File: src/rtl/fpu_host_driver.sv
// Host-side initiator for the FPU host port: sends two operand words, collects two result beats.
// Optional watchdog enabled by defining FPU_DRV_WATCHDOG_EN.
module fpu_host_driver #(
  parameter int unsigned TMO_W = 10
) (
  input  logic        CLK,
  input  logic        RST,
  input  logic        cmd_valid,
  output logic        cmd_ready,
  input  logic        cmd_op,
  input  logic [2:0]  cmd_mode,
  input  logic [31:0] cmd_a,
  input  logic [31:0] cmd_b,
  output logic        rsp_valid,
  input  logic        rsp_ready,
  output logic [31:0] rsp_data,
  output logic [2:0]  rsp_exc,
  output logic        rsp_tmo,
  output logic        CS,
  output logic        OPT,
  output logic [2:0]  MODE,
  output logic [31:0] DIN,
  output logic        DIV,
  input  logic        DACK,
  input  logic        DR,
  input  logic [15:0] DOUT,
  input  logic        DOV,
  output logic        DOA,
  input  logic        ABUSY,
  input  logic        MBUSY,
  input  logic [2:0]  EXC,
  output logic [2:0]  DBG_STATE
);

  typedef enum logic [2:0] {
    StIdle     = 3'd0,
    StWaitFree = 3'd1,
    StSendA    = 3'd2,
    StSendB    = 3'd3,
    StWaitDr   = 3'd4,
    StRecvLo   = 3'd5,
    StRecvHi   = 3'd6,
    StResp     = 3'd7
  } state_e;

  state_e      state_q, state_d;
  logic        op_q, op_d;
  logic [2:0]  mode_q, mode_d;
  logic [31:0] a_q, a_d, b_q, b_d;
  logic [31:0] data_q, data_d;
  logic [2:0]  exc_q, exc_d;
  logic        tmo_q, tmo_d;
  logic        tmo_fire;
  logic        wd_expire;

  logic        cmd_ready_q, cmd_ready_d;
  logic        rsp_valid_q, rsp_valid_d;
  logic        cs_q, cs_d;
  logic        div_q, div_d;
  logic        doa_q, doa_d;
  logic [31:0] din_q, din_d;

`ifdef FPU_DRV_WATCHDOG_EN
  localparam logic [TMO_W-1:0] WdMax = '1;

  logic [TMO_W-1:0] wd_cnt_q, wd_cnt_d;
  logic             wd_active;

  assign wd_active = (state_q != StIdle) && (state_q != StResp);
  // Expire on the (2^TMO_W-1)th consecutive cycle spent in one stalled state.
  assign wd_expire = wd_active && (wd_cnt_q == (WdMax - TMO_W'(1)));

  always_comb begin
    wd_cnt_d = '0;
    if (wd_active && (state_d == state_q)) begin
      wd_cnt_d = wd_cnt_q + TMO_W'(1);
    end
  end

  always_ff @(posedge CLK) begin
    if (RST) begin
      wd_cnt_q <= '0;
    end else begin
      wd_cnt_q <= wd_cnt_d;
    end
  end
`else
  assign wd_expire = 1'b0;
`endif

  // State register
  always_ff @(posedge CLK) begin
    if (RST) begin
      state_q <= StIdle;
    end else begin
      state_q <= state_d;
    end
  end

  // Next-state logic; a handshake on the expiry edge takes priority over the watchdog
  always_comb begin
    state_d = state_q;
    unique case (state_q)
      StIdle:     if (cmd_valid) state_d = StWaitFree;
      StWaitFree: if (!(op_q ? MBUSY : ABUSY)) state_d = StSendA;
      StSendA:    if (DACK) state_d = StSendB;
      StSendB:    if (DACK) state_d = StWaitDr;
      StWaitDr:   if (DR) state_d = StRecvLo;
      StRecvLo:   if (DOV) state_d = StRecvHi;
      StRecvHi:   if (DOV) state_d = StResp;
      StResp:     if (rsp_ready) state_d = StIdle;
    endcase
    tmo_fire = wd_expire && (state_d == state_q);
    if (tmo_fire) begin
      state_d = StResp;
    end
  end

  // Command latch and result capture
  always_comb begin
    op_d   = op_q;
    mode_d = mode_q;
    a_d    = a_q;
    b_d    = b_q;
    data_d = data_q;
    exc_d  = exc_q;
    tmo_d  = tmo_q;
    if (state_q == StIdle && cmd_valid) begin
      op_d   = cmd_op;
      mode_d = cmd_mode;
      a_d    = cmd_a;
      b_d    = cmd_b;
      tmo_d  = 1'b0;
    end
    if (state_q == StRecvLo && DOV) begin
      data_d[15:0] = DOUT;
      exc_d        = EXC;
    end
    if (state_q == StRecvHi && DOV) begin
      data_d[31:16] = DOUT;
    end
    if (tmo_fire) begin
      data_d = '0;
      exc_d  = '0;
      tmo_d  = 1'b1;
    end
  end

  // Outputs decoded from the next state so they are registered alongside it
  always_comb begin
    cmd_ready_d = 1'b0;
    rsp_valid_d = 1'b0;
    cs_d        = 1'b0;
    div_d       = 1'b0;
    doa_d       = 1'b0;
    din_d       = '0;
    unique case (state_d)
      StIdle:     cmd_ready_d = 1'b1;
      StWaitFree: cs_d = 1'b0;
      StSendA: begin
        cs_d  = 1'b1;
        div_d = 1'b1;
        din_d = a_d;
      end
      StSendB: begin
        cs_d  = 1'b1;
        div_d = 1'b1;
        din_d = b_d;
      end
      StWaitDr:   cs_d = 1'b1;
      StRecvLo, StRecvHi: begin
        cs_d  = 1'b1;
        doa_d = 1'b1;
      end
      StResp:     rsp_valid_d = 1'b1;
    endcase
  end

  always_ff @(posedge CLK) begin
    if (RST) begin
      op_q        <= 1'b0;
      mode_q      <= '0;
      a_q         <= '0;
      b_q         <= '0;
      data_q      <= '0;
      exc_q       <= '0;
      tmo_q       <= 1'b0;
      cmd_ready_q <= 1'b1;
      rsp_valid_q <= 1'b0;
      cs_q        <= 1'b0;
      div_q       <= 1'b0;
      doa_q       <= 1'b0;
      din_q       <= '0;
    end else begin
      op_q        <= op_d;
      mode_q      <= mode_d;
      a_q         <= a_d;
      b_q         <= b_d;
      data_q      <= data_d;
      exc_q       <= exc_d;
      tmo_q       <= tmo_d;
      cmd_ready_q <= cmd_ready_d;
      rsp_valid_q <= rsp_valid_d;
      cs_q        <= cs_d;
      div_q       <= div_d;
      doa_q       <= doa_d;
      din_q       <= din_d;
    end
  end

  assign cmd_ready = cmd_ready_q;
  assign rsp_valid = rsp_valid_q;
  assign rsp_data  = data_q;
  assign rsp_exc   = exc_q;
  assign rsp_tmo   = tmo_q;
  assign CS        = cs_q;
  assign OPT       = op_q;
  assign MODE      = mode_q;
  assign DIN       = din_q;
  assign DIV       = div_q;
  assign DOA       = doa_q;
  assign DBG_STATE = state_q;

endmodule

File: config.mk
export PLATFORM = sky130hd
export DESIGN_NAME = fpu_host_driver
export DESIGN_NICKNAME = d
export VERILOG_FILES = /design/src/rtl/fpu_host_driver.sv
export SDC_FILE = /design/constraint.sdc
export NUM_CORES = 1
export LEC_CHECK = 0
export ABC_AREA = 1
export CORE_MARGIN = 2
export CORE_UTILIZATION = 35
export CTS_CLUSTER_DIAMETER = 200
export DETAILED_ROUTE_END_ITERATION = 10
export PLACE_DENSITY = 0.7
export SLEW_MARGIN = 20
export SYNTH_ARGS = -nofsm -noshare
export SYNTH_HDL_FRONTEND = slang
export SYNTH_SLANG_ARGS = --single-unit
File: constraint.sdc
create_clock -name CLK -period 3.6 [get_ports CLK]
set_input_delay 0.36 -clock CLK [delete_from_list [all_inputs] [get_ports CLK]]
set_output_delay 0.36 -clock CLK [all_outputs]
set_load 0.01 [all_outputs]
==> flow_metrics.tcl, run 1 <==
set metrics [dict create \
    synth_common_cells "143 x dfxtp_1, 90 x nand2_1, 66 x nand3_1, 64 x or2_2, 58 x inv_1" \
    finalHoldViolCount 0 \
    grt_use_met1_pct 21.8 \
    p_leak_uw 0.00320 \
    routed_wl_microns 14200 \
    ant_nets 0 \
    post_cts_buffers 0 \
    avgRoutedWirePerCell_microns 14.0 \
    ys_ff_latch 143 \
    worst_ep_required_time_ns 3.91 \
    critPathArrivalTime_ns 2.95 \
    antennaDiodeCount 0 \
    grt_setup_unrepaired "false" \
    cts_root_buf "clkbuf_16" \
    cp_num_buf_inv 2 \
    worst_skew_pair.late_latency_ns 0.41 \
    hold_buffers 0 \
    grt_max_degree 71 \
    synth.top_cell.area_share_pct 52.6 \
    start_util_pct 35.8 \
    slew_headroom_pct 38.9 \
    grt_busiest_layer "met2" \
    grt_pass1_vias 4625 \
    critPathMaxStageDelay_ns 0.79 \
    drcViolationCount 0 \
    status "complete, no violations" \
    vias 4695 \
    cts_tree "yes" \
    grt.overflow.total 0 \
    path_class "reg -> reg" \
    drive_gt1_share_pct 17.3 \
    std_cell_rows 45 \
    postSynthAreaPerCell_sq_um 8.31 \
    synth_top_area_cell "dfxtp_1" \
    antenna_found_initial 0 \
    max_freq_ghz 0.379 \
    nFillCells 1435 \
    postLayoutCoreUtil_pct 51.9 \
    syn_inst 655 \
    synthFlopType "dfxtp_1" \
    synth_area_sq_um 5450 \
    syn_nets 751 \
    vias_per_cell 4.63 \
    synth_edf_count 0 \
    initialDrtViolationCount 261 \
    ys_seq_area_share_pct 52.6 \
    finalPower_uw 4320 \
    grt_use_total_pct 17.7 \
    io_pins 176 \
    worstPathMaxFanout 34 \
    core_sq_um 15200 \
    grt_use_met2_pct 29.8 \
    grtUsageMet3_pct 3.95 \
    tightest_slew_ns 0.915 \
    setup_viol 0 \
    cts_resized 0 \
    min_path_type "reg -> reg" \
    routabilityCongestion 0.755 \
    clk_pin_slew_worst_paths_ns 0.06 \
    dieWidth_microns 129 \
    clockBufferDepth 2 \
    cp_cell_sequence "inv_2, nor2_2, nand2_1, nor2_2, inv_2, nand2_4, nand4_2, o21ai_1" \
    nets 909 \
    synth_area_leaders "dfxtp_1 53%, or2_2 7.4%, nand2_1 6.2%, nand3_1 6.1%, a21oi_2 4.3%" \
    finalSetupTns_ns 0 \
    synth.distinct_cells 30 \
    cp_slowest_cell "nand4_2" \
    cts_buffers 17 \
    async_flop_share_pct 0 \
    dp_hpwl_microns 9320 \
    clock_skew_ns 0.00417 \
    max-cap-violations 0 \
    dieArea_sq_um 16600 \
    numClockSinks 143 \
    die_y_microns 129 \
    h-tree-depth 4 \
    syn_to_final_growth_pct 44.8 \
    cp-end-kind "flip-flop" \
    path_delay_family "simple AND/OR/NAND/NOR gates" \
    grt_pass1_wl_microns 23100 \
    yosysWarnings 0 \
    drv_slew 0 \
    io_buffers 174 \
    synth_most_common_cell "dfxtp_1" \
    cp-start-kind "flip-flop" \
    dr.pass1.iters 6 \
    fin_crit_sh_pct 73.2 \
    powerDensity_nw_per_um2 548 \
    peakVddDrop_mv 0.318 \
    min_period_ns 2.64 \
]
-- path summary, 6_finish.rpt --
| path | endpoint | slack (ns) | cells past startpoint | start |
|---|---|---|---|---|
| min reg2reg | rsp_data[0]$_SDFFE_PP0P_ | 0.44 | 2 | rsp_data[0]$_SDFFE_PP0P_ |
| min | rsp_data[0]$_SDFFE_PP0P_ | 0.44 | 2 | rsp_data[0]$_SDFFE_PP0P_ |
| max reg2reg | DIN[2]$_SDFF_PP0_ | 0.96 | 8 | DBG_STATE[0]$_SDFF_PP0_ |
| max | DIN[2]$_SDFF_PP0_ | 0.96 | 8 | DBG_STATE[0]$_SDFF_PP0_ |
-- where the power goes --
group          leakage, uW  switching [uW]  internal [uW]
clock             0.000306             648           1210
sequential         0.00117            41.4           1710
combinational      0.00172             382            330
-- metrics by stage --
stage / cells / hold WS [ns] / worst slack, ns / area [sq um]
after detailed placement: 982 / 0.436 / 0.716 / 7250
after floorplan: 655 / 0.449 / 2.07 / 5450
after global routing: 1014 / 0.464 / 0.595 / 7890
final: 1014 / 0.442 / 0.965 / 7890
after CTS: 1014 / 0.444 / 0.880 / 7890
after global placement: 982 / 0.431 / 0.785 / 7250
-- registers in the layout (all words and copies together), names as in the netlist --
name and count:
rsp_valid 1, cmd_ready 1, rsp_exc 3, DIV 1, DIN 32, rsp_data 32, MODE 3, DOA 1
OPT 1, DBG_STATE 3, a_q 32, b_q 32, CS 1
-- cell families after synthesis --
kind of cell    synth area share, %
flops                          52.6
compound gates                 13.7
simple gates                   24.9
buf+inv                        8.75
other cells                  0.0689
-- layer usage --
layer / routed length [microns] / part of all wire [%]
met5: 0 / 0
met4: 307 / 2.2
met3: 599 / 4.2
met2: 6800 / 48
met1: 6470 / 46
-- worst reg2reg max path, cell delays in order (launching register included) --
cell     delay, ns
dfxtp_1       0.48
inv_2         0.13
nor2_2        0.12
nand2_1       0.07
nor2_2        0.13
inv_2         0.06
nand2_4       0.33
nand4_2       0.80
o21ai_1       0.42
-- cell type report --
cell class	instances	area, sq um	share of cell area [%]
Multi-Input combinational cell	405	2110	26.7
Tap cell	188	235	2.98
Clock buffer	22	474	6.01
Clock inverter	10	159	2.02
Timing Repair Buffer	181	1800	22.8
Sequential cell	143	2860	36.3
Inverter	65	246	3.13
-- layout by cell type, fill, tap and decap left out, types with 6 or more instances in the layout --
master	instances
or2_2	64
buf_4	6
clkdlybuf4s50_1	173
clkbuf_16	17
nand3_1	66
nor2_1	41
a21oi_2	27
o21ai_0	38
inv_1	58
nand2_1	90
dfxtp_1	143
a21oi_1	30
o21ai_1	30
Note: power is estimated with default switching activity, not from simulation.
==> run 2, diff against run 1 <==
--- a/config.mk
+++ b/config.mk
@@ -10,7 +10,7 @@
 export CORE_UTILIZATION = 35
 export CTS_CLUSTER_DIAMETER = 200
 export DETAILED_ROUTE_END_ITERATION = 10
-export PLACE_DENSITY = 0.7
+export PLACE_DENSITY = 0.73
 export SLEW_MARGIN = 20
 export SYNTH_ARGS = -nofsm -noshare
 export SYNTH_HDL_FRONTEND = slang
==> constraint.sdc (replaced) <==
create_clock -name CLK -period 2.3 [get_ports CLK]
set_input_delay 0.23 -clock CLK [delete_from_list [all_inputs] [get_ports CLK]]
set_output_delay 0.23 -clock CLK [all_outputs]
set_load 0.01 [all_outputs]
==> flow_metrics.tcl, run 2 (synthesis results as in run 1) <==
set metrics [dict create \
    status "complete, no violations" \
    layout_common_cells "173 x clkdlybuf4s50_1, 143 x dfxtp_1, 90 x nand2_1" \
    io_buffers 174 \
    seqPwrFrac_pct 40.7 \
    fin_ws_ns 0.454 \
    cts_buffers 17 \
    io_pins 176 \
    drive_gt1_share_pct 18.1 \
    slew_headroom_pct 49.7 \
    max-cap-violations 0 \
    min_path_type "in -> reg" \
    cts_resized 0 \
    worstPathMaxFanout 11 \
    routabilityCongestion 0.804 \
    dieArea_sq_um 16600 \
    vias_per_cell 4.58 \
    max_freq_ghz 0.542 \
    path_delay_family "buffers and inverters" \
    cp_slowest_cell "clkdlybuf4s50_1" \
    routed_wl_microns 14100 \
    swShare_pct 25.4 \
    nets 916 \
    p_leak_uw 0.00321 \
    finalSetupTns_ns 0 \
    dieWidth_microns 129 \
    intPower_uw 5010 \
    syn_to_final_growth_pct 45.2 \
    peakVddDrop_mv 0.476 \
    grt_setup_unrepaired "false" \
    placedCellCount 989 \
    tightest_slew_ns 0.755 \
    clockBufferDepth 2 \
    avgRoutedWirePerCell_microns 13.8 \
    p_switching_uw 1710 \
    clock_skew_ns 0.00846 \
    cp_cell_sequence "clkdlybuf4s50_1" \
    cts_root_buf "clkbuf_16" \
    ant_nets 0 \
    min_period_ns 1.85 \
    fin_crit_sh_pct 80.2 \
    drcViolationCount 0 \
    grt_pass1_vias 4469 \
    worst_skew_pair.late_latency_ns 0.42 \
    antenna_found_initial 0 \
    vias 4669 \
    cp-start-kind "flip-flop" \
    start_util_pct 35.8 \
    nFillCells 1434 \
    worst_ep_required_time_ns 2.07 \
    drv_slew 0 \
    hold_buffers 0 \
    h-tree-depth 4 \
    setup_viol 0 \
    numClockSinks 143 \
    pwr-share-clk_pct 42.5 \
    finalHoldViolCount 0 \
    die_y_microns 129 \
    post_cts_buffers 0 \
    cp_num_buf_inv 1 \
    pre_cts_ws_ns 0.442 \
    grt_pass1_wl_microns 22600 \
    grt_max_degree 73 \
    clk_pin_slew_worst_paths_ns 0.06 \
    critPathArrivalTime_ns 1.62 \
    initialDrtViolationCount 225 \
    powerDensity_nw_per_um2 850 \
    core_sq_um 15200 \
    antennaDiodeCount 0 \
    grt.overflow.total 0 \
    critPathMaxStageDelay_ns 0.64 \
    power_frac_comb_pct 16.8 \
    path_class "reg -> out" \
    hold_slack_ns 0.381 \
    cts_tree "yes" \
    cp-end-kind "output port" \
    final_common_cell "clkdlybuf4s50_1" \
    std_cell_rows 45 \
    dr.pass1.iters 4 \
    dp_hpwl_microns 9290 \
    grt_use_total_pct 17.5 \
    fin_cells 1020 \
]
run 2: cell types whose count changed in the layout (fill, tap and decap cells not counted):
cell	before	now
buf_12	1	0
buf_4	6	14
clkbuf_1	2	0
clkbuf_8	3	0
clkinv_4	1	2
clkinvlp_4	2	4
inv_2	5	6
inv_4	1	0
inv_6	0	1
run 2: worst reg2reg max path: stages, from the launching register on:
cell and delay (ns):
dfxtp_1 0.56, nand3_2 0.17, nor2_4 0.23, nor2_1 0.14
nand3_2 0.13, buf_4 0.24, nand3_1 0.10, o21ai_1 0.11
run 2: metal layers:
layer | GRT usage, % | up-vias | part of all wire [%]
met5 | 0 | - | 0
met4 | 8.82 | 0 | 3.0
met3 | 4.24 | 29 | 4.7
met2 | 27.9 | 131 | 47
met1 | 22.3 | 2078 | 46
li1 | - | 2431 | -
run 2: final timing paths:
| check | start | end | slack [ns] | cells past startpoint |
|---|---|---|---|---|
| max | DBG_STATE[2]$_SDFF_PP0_ | DBG_STATE[2] | 0.45 | 1 |
| min | cmd_mode[0] | MODE[0]$_SDFFE_PP0P_ | 0.38 | 3 |
| max reg2reg | DBG_STATE[2]$_SDFF_PP0_ | DIN[22]$_SDFF_PP0_ | 0.54 | 7 |
| min reg2reg | rsp_data[2]$_SDFFE_PP0P_ | rsp_data[2]$_SDFFE_PP0P_ | 0.44 | 2 |
run 2: layout make-up:
cell class                      instances  area [sq um]  area share (%)
Timing Repair Buffer                  188          1840            23.3
Clock inverter                         14           191            2.42
Tap cell                              188           235            2.98
Sequential cell                       143          2860            36.2
Multi-Input combinational cell        405          2110            26.6
Clock buffer                           17           425            5.38
Inverter                               65           244            3.09
run 2: through the flow:
step	cell area [sq um]	utilization [%]	power, uW
detailed placement	7290	48.0	3930
floorplan	5450	-	3490
global placement	7290	48.0	3920
finish	7910	52.0	6720
CTS	7910	52.0	6790
global route	7910	52.0	7040
run 2: power groups by stage:
stage / registers, uW / clock network (uW) / logic (uW)
floorplan: 2800 / 0 / 690
global placement: 2790 / 0 / 1130
detailed placement: 2790 / 0 / 1140
CTS: 2740 / 2900 / 1150
global route: 2750 / 3020 / 1260
finish: 2730 / 2850 / 1130
